===== src/rtl/seg_pkg.sv =====
// Shared constants, state type and hex-to-segment table for the 7-segment scan controller.
package seg_pkg;

   localparam logic [6:0] SEG_BLANK  = 7'h7F;
   localparam logic [3:0] AN_OFF     = 4'hF;
   localparam int         NUM_DIGITS = 4;

   typedef enum logic {
      BLANK = 1'b0,
      DRIVE = 1'b1
   } state_t;

   // Active-low segments, bit order {g,f,e,d,c,b,a}
   localparam logic [6:0] HEX_SEG [16] = '{
      7'h40, 7'h79, 7'h24, 7'h30,
      7'h19, 7'h12, 7'h02, 7'h78,
      7'h00, 7'h10, 7'h08, 7'h03,
      7'h46, 7'h21, 7'h06, 7'h0E
   };

endpackage


===== src/rtl/seg_scan_controller_if.sv =====
// Write handshake between the value/button logic and the scan controller.
interface seg_scan_controller_if;
   logic        wr_valid;
   logic        wr_ready;
   logic [15:0] wr_data;
   logic [3:0]  wr_dp;

   modport master (output wr_valid, output wr_data, output wr_dp, input wr_ready);
   modport slave  (input wr_valid, input wr_data, input wr_dp, output wr_ready);
endinterface


===== src/rtl/hex_to_seg.sv =====
// Combinational nibble to active-low 7-segment decode.
module hex_to_seg
   import seg_pkg::*;
(
   input  logic [3:0] nibble,
   output logic [6:0] seg
);

   // Table lookup covering 0-F
   assign seg = HEX_SEG[nibble];

endmodule


===== src/rtl/seg_scan_controller.sv =====
// Four-digit 7-segment scan controller with dead-time blanking between digits
// and frame-aligned commit of new display values.
//
// state | meaning
// BLANK | all anodes off for BLANK_CYCLES; commit point when idx wraps to 0
// DRIVE | digit idx driven for DIGIT_CYCLES, then idx advances
module seg_scan_controller
   import seg_pkg::*;
#(
   parameter int DIGIT_CYCLES = 100000,
   parameter int BLANK_CYCLES = 1000
) (
   input  logic                        clk,
   input  logic                        rst,
   seg_scan_controller_if.slave        wr,
   input  logic                        lz_suppress,
   input  logic                        blank_all,
   output logic [6:0]                  seg,
   output logic                        dp,
   output logic [3:0]                  an
);

   localparam int CNT_MAX = (DIGIT_CYCLES > BLANK_CYCLES) ? DIGIT_CYCLES : BLANK_CYCLES;
   localparam int CW      = $clog2(CNT_MAX);
   localparam int IW      = $clog2(NUM_DIGITS);

   state_t          state_q, state_d;
   logic [CW-1:0]   cnt;
   logic [IW-1:0]   idx;
   logic            cnt_tc;
   logic            accept;
   logic            commit;
   logic [15:0]     shown_val;
   logic [3:0]      shown_dp;
   logic [15:0]     pend_val;
   logic [3:0]      pend_dp;
   logic            pend_full;
   logic [3:0]      nib;
   logic [6:0]      seg_dec;
   logic            lz_blank;

   assign cnt_tc = (state_q == BLANK) ? (cnt == CW'(BLANK_CYCLES - 1))
                                      : (cnt == CW'(DIGIT_CYCLES - 1));
   assign accept      = wr.wr_valid && !pend_full;
   assign commit      = (state_q == BLANK) && cnt_tc && (idx == '0) && pend_full;
   assign wr.wr_ready = !pend_full;

   // State register
   always_ff @(posedge clk or negedge rst) begin
      if (!rst) state_q <= BLANK;
      else      state_q <= state_d;
   end

   // Next state: each phase ends on its terminal count
   always_comb begin
      state_d = state_q;
      case (state_q)
         BLANK:   if (cnt_tc) state_d = DRIVE;
         DRIVE:   if (cnt_tc) state_d = BLANK;
         default: state_d = BLANK;
      endcase
   end

   // Phase counter restarts on every transition; digit index advances after each DRIVE
   always_ff @(posedge clk or negedge rst) begin
      if (!rst) begin
         cnt <= '0;
         idx <= '0;
      end else begin
         cnt <= cnt_tc ? '0 : cnt + CW'(1);
         if (state_q == DRIVE && cnt_tc) idx <= idx + IW'(1);
      end
   end

   // Pending slot fills on a transfer and drains into the shown value at the frame start
   always_ff @(posedge clk or negedge rst) begin
      if (!rst) begin
         pend_val  <= '0;
         pend_dp   <= '0;
         pend_full <= 1'b0;
         shown_val <= '0;
         shown_dp  <= '0;
      end else if (accept) begin
         pend_val  <= wr.wr_data;
         pend_dp   <= wr.wr_dp;
         pend_full <= 1'b1;
      end else if (commit) begin
         shown_val <= pend_val;
         shown_dp  <= pend_dp;
         pend_full <= 1'b0;
      end
   end

   assign nib = shown_val[{idx, 2'b00} +: 4];

   hex_to_seg u_hex (
      .nibble (nib),
      .seg    (seg_dec)
   );

   // Digit i is a leading zero when it and every higher nibble are zero
   always_comb begin
      lz_blank = 1'b0;
      case (idx)
         2'd1:    lz_blank = (shown_val[15:4]  == '0);
         2'd2:    lz_blank = (shown_val[15:8]  == '0);
         2'd3:    lz_blank = (shown_val[15:12] == '0);
         default: lz_blank = 1'b0;
      endcase
   end

   // Registered pin drive; blank_all only gates the outputs, never the sequencing
   always_ff @(posedge clk or negedge rst) begin
      if (!rst) begin
         an  <= AN_OFF;
         seg <= SEG_BLANK;
         dp  <= 1'b1;
      end else if (state_q == DRIVE && !blank_all) begin
         an  <= ~(4'b0001 << idx);
         seg <= (lz_suppress && lz_blank) ? SEG_BLANK : seg_dec;
         dp  <= ~shown_dp[idx];
      end else begin
         an  <= AN_OFF;
         seg <= SEG_BLANK;
         dp  <= 1'b1;
      end
   end

endmodule


===== src/flat_wrapper.sv =====
// flat-port wrapper written by rule: the top's interface ports become plain ports
module seg_scan_controller_flat import seg_pkg::*;
#(
   parameter int DIGIT_CYCLES = 100000,
   parameter int BLANK_CYCLES = 1000
)
  (clk, rst, lz_suppress, blank_all, seg, dp, an, wr_wr_valid, wr_wr_data, wr_wr_dp, wr_wr_ready);
  seg_scan_controller_if wr_i ();
  input  logic clk;
  input  logic rst;
  input  logic lz_suppress;
  input  logic blank_all;
  output logic [6:0] seg;
  output logic dp;
  output logic [3:0] an;
  input wire logic [$bits(wr_i.wr_valid)-1:0] wr_wr_valid;
  input wire logic [$bits(wr_i.wr_data)-1:0] wr_wr_data;
  input wire logic [$bits(wr_i.wr_dp)-1:0] wr_wr_dp;
  output wire logic [$bits(wr_i.wr_ready)-1:0] wr_wr_ready;
  assign wr_i.wr_valid = wr_wr_valid;
  assign wr_i.wr_data = wr_wr_data;
  assign wr_i.wr_dp = wr_wr_dp;
  assign wr_wr_ready = wr_i.wr_ready;
  seg_scan_controller #(.DIGIT_CYCLES(DIGIT_CYCLES), .BLANK_CYCLES(BLANK_CYCLES)) u_core (.clk(clk), .rst(rst), .wr(wr_i), .lz_suppress(lz_suppress), .blank_all(blank_all), .seg(seg), .dp(dp), .an(an));
endmodule

===== config.mk =====
export PLATFORM = sky130hd
export DESIGN_NAME = seg_scan_controller_flat
export DESIGN_NICKNAME = d
export VERILOG_FILES = /design/src/rtl/seg_pkg.sv /design/src/rtl/seg_scan_controller_if.sv /design/src/rtl/hex_to_seg.sv /design/src/rtl/seg_scan_controller.sv /design/src/flat_wrapper.sv
export SDC_FILE = /design/constraint.sdc
export NUM_CORES = 1
export LEC_CHECK = 0
export CORE_MARGIN = 1.5
export CORE_UTILIZATION = 45
export CTS_CLUSTER_DIAMETER = 50
export DETAILED_ROUTE_END_ITERATION = 8
export PLACE_DENSITY = 0.66
export SLEW_MARGIN = 20
export SYNTH_ARGS = -nofsm -noshare
export SYNTH_HDL_FRONTEND = slang
export SYNTH_SLANG_ARGS = --single-unit

===== constraint.sdc =====
create_clock -name clk -period 7.1 [get_ports clk]
set_input_delay 1.065 -clock clk [delete_from_list [all_inputs] [get_ports clk]]
set_output_delay 1.065 -clock clk [all_outputs]
set_load 0.02 [all_outputs]

==> results.py, run 1 <==
metrics = {
    "outcome": {
        "status": "finished, final reports clean",
    },
    "global_routing": {
        "grt_overflow": 0,
        "grt_max_degree": 74,
        "grt_use_total_pct": 17.0,
        "grt_pass1_wl_mm": 10.0,
        "antenna_found_initial": 0,
        "grt_pass1_vias": 1988,
    },
    "critical_path": {
        "r2r-start": "u_core.cnt[10]$_DFF_PN0_",
        "arrival_ps": 3750,
        "critical_path_class": "flop to flop",
        "required_ps": 7320,
        "critical_path.top_delay_family": "simple AND/OR/NAND/NOR gates",
        "r2r_cells": 7,
        "end_kind": "flop",
        "crit_path_top_delay_cell": "nand3_1",
        "crit_chain": "or4_1, nor4_2, a31oi_1, nor3_2, ha_1, nand3_1, mux2_2",
        "slowest_delay_ps": 690,
        "cp.buffers_inverters": 0,
        "crit_fanout": 21,
        "crit_path_start_kind": "flop",
        "reg2reg_to": "u_core.shown_dp[0]$_DFFE_PN0P_",
        "reg2reg_slack_ps": 3570,
    },
    "die": {
        "coreArea_um2": 7210,
        "die_h_um": 89.3,
        "dieArea_um2": 7970,
        "start_util_pct": 46.4,
        "rows": 31,
        "ios": 38,
        "die_x_um": 89.3,
    },
    "synthesis": {
        "netlist.area_leader.share_pct": 45.6,
        "syn-instance-count": 260,
        "syn_avg_cell_area_um2": 12.9,
        "synth_common_cells": "61 x dfrtp_1, 44 x mux2_2, 20 x nor2_1, 14 x ha_1, 14 x nand2_1",
        "synth_edf_count": 0,
        "yosysTopAreaCell": "dfrtp_1",
        "synth_warnings": 0,
        "yosysSeqAreaShare_pct": 55.0,
        "synth_area_leaders": "dfrtp_1 46%, mux2_2 15%, dfstp_2 9.4%, ha_1 5.2%, xnor2_1 2.9%",
        "syn_area_um2": 3350,
        "synth.most_common_cell": "dfrtp_1",
        "ys_seq_elements": 73,
        "async_flop_share_pct": 100,
        "synth_flop_cell": "dfrtp_1",
        "synth_cell_types": 39,
        "synth_nets": 299,
    },
    "clock_tree": {
        "clkLatencyLatePin_ps": 340,
        "clockBufferDepth": 2,
        "h-tree-depth": 3,
        "cts_setup_buffers": 0,
        "cts_resized": 0,
        "clkSinkCount": 73,
        "clockRootBuffer": "clkbuf_8",
        "ctsHoldBuffers": 0,
        "path_clk_slew_ps": 80,
        "cts_made_buffers": 9,
        "cts_tree": "built",
    },
    "routing": {
        "dr.pass1.iters": 4,
        "ant_nets": 0,
        "drt-initial-drc-count": 93,
        "num_vias": 2088,
        "drc_errors": 0,
        "wl_mm": 6.05,
        "viasPerCell": 5.16,
        "wire_per_inst_um": 14.9,
    },
    "timing": {
        "final-max-slew-violation-count": 0,
        "worst_slew_pin_slew_ps": 1030,
        "finalSetupViolCount": 0,
        "setup_ws_ps": 3570,
        "finalSetupTns_ps": 0,
        "hold_violations": 0,
        "relSlewSlack_pct": 31.0,
        "period_share_pct": 49.8,
        "rsz0062_at_grt": "no",
        "max_freq_mhz": 283,
        "finClkSkew_ps": 10.8,
        "fin_crit_ps": 3530,
        "hold_slack_ps": 495,
    },
    "min_path": {
        "hold-path-cell-count": 1,
        "hold_start": "u_core.cnt[0]$_DFF_PN0_",
        "hold_end": "u_core.cnt[0]$_DFF_PN0_",
        "hold_class": "flop to flop",
    },
    "run": {
        "maxCapViolations": 0,
    },
    "placement": {
        "port_buffers": 37,
        "routabilityCongestion": 0.797,
        "dp_slack_ps": 3580,
        "hpwlAfterDp_mm": 4.18,
        "dp.cells": 389,
        "post_dp_cell_area_um2": 3800,
    },
    "final_layout": {
        "final_area_um2": 4000,
        "final_net_count": 340,
        "finalNonFillerCells": 405,
        "utilization_pct": 55.4,
        "syn_to_final_growth_pct": 19.3,
        "drive_above_1_share_pct": 26.1,
        "diodes": 0,
    },
    "power_and_ir_drop": {
        "total_leakage_power_nw": 1.74,
        "p_per_area_nw_per_um2": 199,
        "ir_worst_vdd_v": 0.000107,
        "power_mw": 0.795,
    },
}
[cell type report]
| type | count | area [um^2] |
|---|---|---|
| well taps | 99 | 124 |
| multi-input cells | 172 | 1440 |
| inverters | 7 | 26.3 |
| clock inverters | 6 | 67.6 |
| repair buffers | 38 | 373 |
| clock buffers | 10 | 128 |
| flip-flops and latches | 73 | 1840 |
| fillers | 640 | 3220 |
[placed cells by master (no fill, tap or decap), types with 2 or more instances in the layout]
master / instances
dfrtp_1: 61
mux2_2: 44
clkdlybuf4s50_1: 36
nor2_1: 20
nand2_1: 14
ha_1: 14
dfstp_2: 12
nand3_1: 11
xnor2_1: 11
clkbuf_8: 9
inv_1: 6
mux2i_1: 6
xor2_1: 6
a21oi_1: 4
nor4_1: 4
mux4_2: 3
o221ai_1: 3
o211ai_1: 3
nand4_1: 3
o21ai_0: 3
or4_1: 2
nor4_2: 2
a31oi_1: 2
and3_1: 2
o21a_1: 2
nor3_1: 2
clkinvlp_4: 2
[routing by layer]
| metal | up-vias | global-route usage [%] | wire, um |
|---|---|---|---|
| met5 | - | 0 | 0 |
| met4 | 0 | 6.71 | 89 |
| met3 | 10 | 3.60 | 201 |
| met2 | 38 | 24.0 | 2670 |
| met1 | 1029 | 25.5 | 3090 |
| li1 | 1011 | - | - |
[power breakdown]
| part | internal (mW) | leakage [nW] | switching (mW) |
|---|---|---|---|
| logic | 0.0223 | 0.723 | 0.0131 |
| clock network | 0.164 | 0.0929 | 0.158 |
| registers | 0.431 | 0.920 | 0.00762 |
| total | 0.616 | 1.74 | 0.179 |
[worst max-delay path by stage]
stage	from	end	slack (ps)	depth (start not counted)
6_report	u_core.cnt[10]$_DFF_PN0_	u_core.shown_dp[0]$_DFFE_PN0P_	3570	7
5_1_grt	u_core.cnt[10]$_DFF_PN0_	u_core.shown_dp[0]$_DFFE_PN0P_	3270	7
4_1_cts	u_core.cnt[10]$_DFF_PN0_	u_core.shown_dp[0]$_DFFE_PN0P_	3530	7
3_5_place_dp	u_core.cnt[10]$_DFF_PN0_	u_core.shown_dp[0]$_DFFE_PN0P_	3580	7
3_3_place_gp	u_core.cnt[10]$_DFF_PN0_	u_core.shown_val[6]$_DFFE_PN0P_	3690	7
2_1_floorplan	u_core.cnt[10]$_DFF_PN0_	u_core.shown_val[10]$_DFFE_PN0P_	4680	9
[sequential cells by signal, indices dropped and copies added (netlist names)]
signal / count
u_core.shown_val: 16
u_core.pend_dp: 4
u_core.seg: 7
u_core.dp: 1
u_core.idx: 2
u_core.state_q: 1
u_core.pend_full: 1
u_core.cnt: 17
u_core.pend_val: 16
u_core.an: 4
u_core.shown_dp: 4
[cell families after synthesis]
family	count (synthesis)	synth area share (%)
simple gates	66	9.97
buf+inv	15	2.17
flops	73	55.0
xor+xnor	17	4.45
compound gates	22	4.59
fa+ha+maj	14	5.23
mux	53	18.6
Note: power is estimated with default switching activity, not from simulation.
==> inputs of run 2 (changes only) <==
- PLACE_DENSITY: 0.66 -> 0.69
- clock period: 7.1 -> 3.21 ns (I/O delays scaled with it)
==> results.py, run 2 (same netlist as run 1, synthesis figures left out) <==
metrics = {
    "die": {
        "dieArea_um2": 7970,
        "ios": 38,
        "die_x_um": 89.3,
        "rows": 31,
        "coreArea_um2": 7210,
        "start_util_pct": 46.4,
        "die_h_um": 89.3,
    },
    "routing": {
        "drt-initial-drc-count": 84,
        "wl_mm": 6.12,
        "drc_errors": 0,
        "wire_per_inst_um": 15.0,
        "viasPerCell": 5.26,
        "num_vias": 2152,
        "ant_nets": 0,
        "dr.pass1.iters": 4,
    },
    "final_layout": {
        "syn_to_final_growth_pct": 19.6,
        "drive_above_1_share_pct": 26.5,
        "largest_reg_flops": 17,
        "diodes": 0,
        "fillers": 634,
        "multi_input_area_um2": 1440,
        "layout_common_cells": "61 x dfrtp_1, 44 x mux2_2, 36 x clkdlybuf4s50_1, 20 x nor2_1",
        "final_net_count": 344,
        "top_register": "u_core.cnt",
        "layout_commonest_cell": "dfrtp_1",
        "reg_top3": "u_core.cnt: 17 flops, u_core.pend_val: 16 flops, u_core.shown_val: 16 flops",
        "finalNonFillerCells": 409,
        "utilization_pct": 55.5,
        "area.sequential_um2": 1840,
    },
    "critical_path": {
        "required_ps": 3430,
        "slowest_delay_ps": 530,
        "critical_path_class": "flop to flop",
        "cp.buffers_inverters": 1,
        "crit_fanout": 14,
        "crit_chain": "or4_1, nor4_2, a31oi_1, nor3_2, ha_1, nand3_1, buf_4, mux2_2",
        "end_kind": "flop",
        "arrival_ps": 2810,
        "critical_path.top_delay_family": "simple AND/OR/NAND/NOR gates",
        "crit_path_start_kind": "flop",
        "crit_path_top_delay_cell": "or4_1",
    },
    "power_and_ir_drop": {
        "ir_worst_vdd_v": 0.000217,
        "total_leakage_power_nw": 1.75,
        "p_per_area_nw_per_um2": 421,
    },
    "global_routing": {
        "grt_overflow": 0,
        "antenna_found_initial": 0,
        "grt_pass1_wl_mm": 10.2,
        "grt_use_total_pct": 17.3,
        "grt_max_degree": 34,
        "grt_pass1_vias": 2116,
    },
    "placement": {
        "port_buffers": 37,
        "routabilityCongestion": 0.825,
        "hpwlAfterDp_mm": 4.36,
        "dp.cells": 393,
    },
    "timing": {
        "finalSetupViolCount": 0,
        "fin_crit_ps": 2590,
        "finalSetupTns_ps": 0,
        "worst_slew_pin_slew_ps": 721,
        "rsz0062_at_grt": "no",
        "hold_violations": 0,
        "final-max-slew-violation-count": 0,
        "max_freq_mhz": 386,
        "finClkSkew_ps": 7.38,
        "period_share_pct": 80.7,
        "relSlewSlack_pct": 51.9,
    },
    "clock_tree": {
        "cts_made_buffers": 9,
        "clkSinkCount": 73,
        "cts_resized": 0,
        "path_clk_slew_ps": 70,
        "clockRootBuffer": "clkbuf_8",
        "cts_tree": "built",
        "clkLatencyLatePin_ps": 330,
        "ctsHoldBuffers": 0,
        "cts_setup_buffers": 0,
        "clockBufferDepth": 2,
        "h-tree-depth": 3,
    },
    "run": {
        "maxCapViolations": 0,
    },
    "min_path": {
        "hold_class": "primary input to async pin",
    },
    "outcome": {
        "status": "finished, final reports clean",
    },
}
## run 2: area by class of cell
class                   instances  area share [%]
clock buffers                  14            4.06
clock inverters                 2           0.312
inverters                       7           0.656
multi-input cells             172            35.9
flip-flops and latches         73            46.0
well taps                      99            3.09
repair buffers                 42            10.1
## run 2: metrics by stage
stage	area, um^2	total power, mW	hold WS (ps)	setup slack, ps
floorplan	3350	1.01	186	791
global placement	3830	1.07	472	663
detailed placement	3830	1.07	488	587
CTS	4010	1.71	210	568
global route	4010	1.76	241	419
finish	4010	1.69	200	620
## run 2: worst paths after layout
check,slack [ps],cells after the start,end,start
max,620,8,u_core.shown_val[6]$_DFFE_PN0P_,u_core.cnt[10]$_DFF_PN0_
min,200,1,u_core.pend_val[14]$_DFFE_PN0P_,rst
max reg2reg,620,8,u_core.shown_val[6]$_DFFE_PN0P_,u_core.cnt[10]$_DFF_PN0_
min reg2reg,500,1,u_core.cnt[0]$_DFF_PN0_,u_core.cnt[0]$_DFF_PN0_
max in group asynchronous,2240,2,u_core.shown_val[6]$_DFFE_PN0P_,rst
min in group clk,500,1,u_core.cnt[0]$_DFF_PN0_,u_core.cnt[0]$_DFF_PN0_
## run 2: power breakdown
group	switching [mW]	internal [mW]
registers	0.0192	0.953
clock network	0.312	0.323
logic	0.0288	0.0500
total	0.360	1.33
## run 2: routing by layer
metal	share of wire, %	track usage, %
met1	47	24.2
met2	48	26.0
met3	4.1	4.25
met4	1.5	6.71
met5	0	0
==> inputs of run 3 (changes only) <==
- PLACE_DENSITY: 0.69 -> 0.66
- clock period: 3.21 -> 2.45 ns (I/O delays scaled with it)
==> results.py, run 3 (same netlist as run 1, synthesis figures left out) <==
metrics = {
    "final_layout": {
        "final_net_count": 349,
        "fillers": 616,
        "layout_commonest_cell": "dfrtp_1",
        "reg_top3": "u_core.cnt: 17 flops, u_core.pend_val: 16 flops, u_core.shown_val: 16 flops",
        "utilization_pct": 56.3,
        "syn_to_final_growth_pct": 21.3,
        "top_register": "u_core.cnt",
        "drive_above_1_share_pct": 27.3,
        "largest_reg_flops": 17,
        "finalNonFillerCells": 414,
        "layout_common_cells": "61 x dfrtp_1, 44 x mux2_2, 36 x clkdlybuf4s50_1, 20 x nor2_1",
        "diodes": 0,
    },
    "clock_tree": {
        "cts_made_buffers": 9,
        "cts_setup_buffers": 0,
        "clkSinkCount": 73,
        "clockBufferDepth": 2,
        "cts_tree": "built",
        "clockRootBuffer": "clkbuf_8",
        "h-tree-depth": 3,
        "path_clk_slew_ps": 70,
        "clkLatencyLatePin_ps": 340,
    },
    "timing": {
        "finalSetupViolCount": 0,
        "period_share_pct": 94.1,
        "relSlewSlack_pct": 60.4,
        "worst_slew_pin_slew_ps": 578,
        "final-max-slew-violation-count": 0,
        "finalSetupTns_ps": 0,
        "rsz0062_at_grt": "no",
        "hold_slack_ps": 485,
        "hold_violations": 0,
        "fin_crit_ps": 2310,
        "max_freq_mhz": 434,
        "finClkSkew_ps": 8.89,
    },
    "routing": {
        "viasPerCell": 5.07,
        "ant_nets": 0,
        "wl_mm": 5.94,
        "drt-initial-drc-count": 75,
        "drc_errors": 0,
        "dr.pass1.iters": 4,
        "num_vias": 2099,
        "wire_per_inst_um": 14.3,
    },
    "die": {
        "die_x_um": 89.3,
        "rows": 31,
        "start_util_pct": 46.4,
        "die_h_um": 89.3,
        "ios": 38,
        "coreArea_um2": 7210,
        "dieArea_um2": 7970,
    },
    "min_path": {
        "hold_start": "u_core.cnt[14]$_DFF_PN0_",
        "hold_class": "flop to flop",
    },
    "power_and_ir_drop": {
        "power_mw": 2.28,
        "ir_worst_vdd_v": 0.000356,
        "total_leakage_power_nw": 1.78,
        "p_per_area_nw_per_um2": 561,
    },
    "critical_path": {
        "r2r-start": "u_core.state_q$_DFF_PN0_",
        "crit_fanout": 21,
        "arrival_ps": 2530,
        "crit_path_start_kind": "flop",
        "required_ps": 2670,
        "critical_path_class": "flop to flop",
        "end_kind": "flop",
        "worstSetupStartpoint": "u_core.state_q$_DFF_PN0_",
    },
    "run": {
        "maxCapViolations": 0,
    },
    "outcome": {
        "status": "finished, final reports clean",
    },
    "global_routing": {
        "grt_pass1_wl_mm": 10.2,
        "grt-busiest-layer": "met2",
        "grt_use_met1_pct": 24.3,
        "grt_use_total_pct": 17.2,
        "grt_overflow": 0,
        "grt_pass1_vias": 2083,
        "grt_max_degree": 27,
        "grt_use_met2_pct": 25.2,
        "antenna_found_initial": 0,
        "grt_util_met3_pct": 3.60,
    },
    "placement": {
        "port_buffers": 37,
        "dp.cells": 397,
        "routabilityCongestion": 0.867,
        "hpwlAfterDp_mm": 4.37,
    },
}
-- run 3: changes by cell type in the layout (fill, tap and decap cells not counted) --
| cell | before | now |
|---|---|---|
| clkinv_2 | 1 | 2 |
| clkinvlp_4 | 1 | 0 |
| clkbuf_8 | 11 | 10 |
| dlygate4sd3_1 | 0 | 1 |
| buf_4 | 5 | 9 |
| bufinv_16 | 0 | 1 |
-- run 3: metrics by stage --
stage / worst slack [ps] / area, um^2
6_report: 144 / 4060
5_1_grt: 11.4 / 4060
4_1_cts: 122 / 4060
3_5_place_dp: 144 / 3860
3_3_place_gp: 251 / 3860
2_1_floorplan: 30.7 / 3350
-- run 3: path summary, 6_finish.rpt --
check | end | slack, ps | depth (start not counted)
worst min-delay path | u_core.cnt[14]$_DFF_PN0_ | 480 | 1
worst max-delay path | u_core.shown_val[3]$_DFFE_PN0P_ | 140 | 8
min in group asynchronous | u_core.pend_dp[0]$_DFFE_PN0P_ | 510 | 2
worst min register to register | u_core.cnt[14]$_DFF_PN0_ | 480 | 1
worst max register to register | u_core.shown_val[3]$_DFFE_PN0P_ | 140 | 8
max in group asynchronous | u_core.shown_val[9]$_DFFE_PN0P_ | 1230 | 3
-- run 3: worst max-delay path, cell delays in order, from the launching register on --
cell and delay [ps]:
dfrtp_1 400, or4_1 540, nor4_2 160, a31oi_1 90, nor3_2 230, ha_1 170, nand3_1 70, buf_4 230
mux2_2 300
-- run 3: area by class of cell --
| cell class | instances | area, um^2 | area share [%] |
|---|---|---|---|
| flip-flops and latches | 73 | 1840 | 45.3 |
| multi-input cells | 172 | 1440 | 35.4 |
| repair buffers | 47 | 443 | 10.9 |
| clock buffers | 13 | 149 | 3.67 |
| well taps | 99 | 124 | 3.05 |
| clock inverters | 3 | 40.0 | 0.986 |
| inverters | 7 | 26.3 | 0.647 |
-- run 3: per-layer routing --
metal	up-vias	part of all wire, %
met4	0	1.9
met2	35	46
li1	1025	-
met5	-	0
met3	8	3.8
met1	1031	48
-- run 3: timing repair --
item                      in CTS  in global routing
resized for setup              0                  0
hold buffers                   1                  0
hold endpoints to repair       9                  0
-- run 3: where the power goes --
part           total, mW  switching [mW]  internal [mW]
logic              0.103          0.0369         0.0665
registers           1.27          0.0233           1.25
clock network      0.904           0.408          0.496
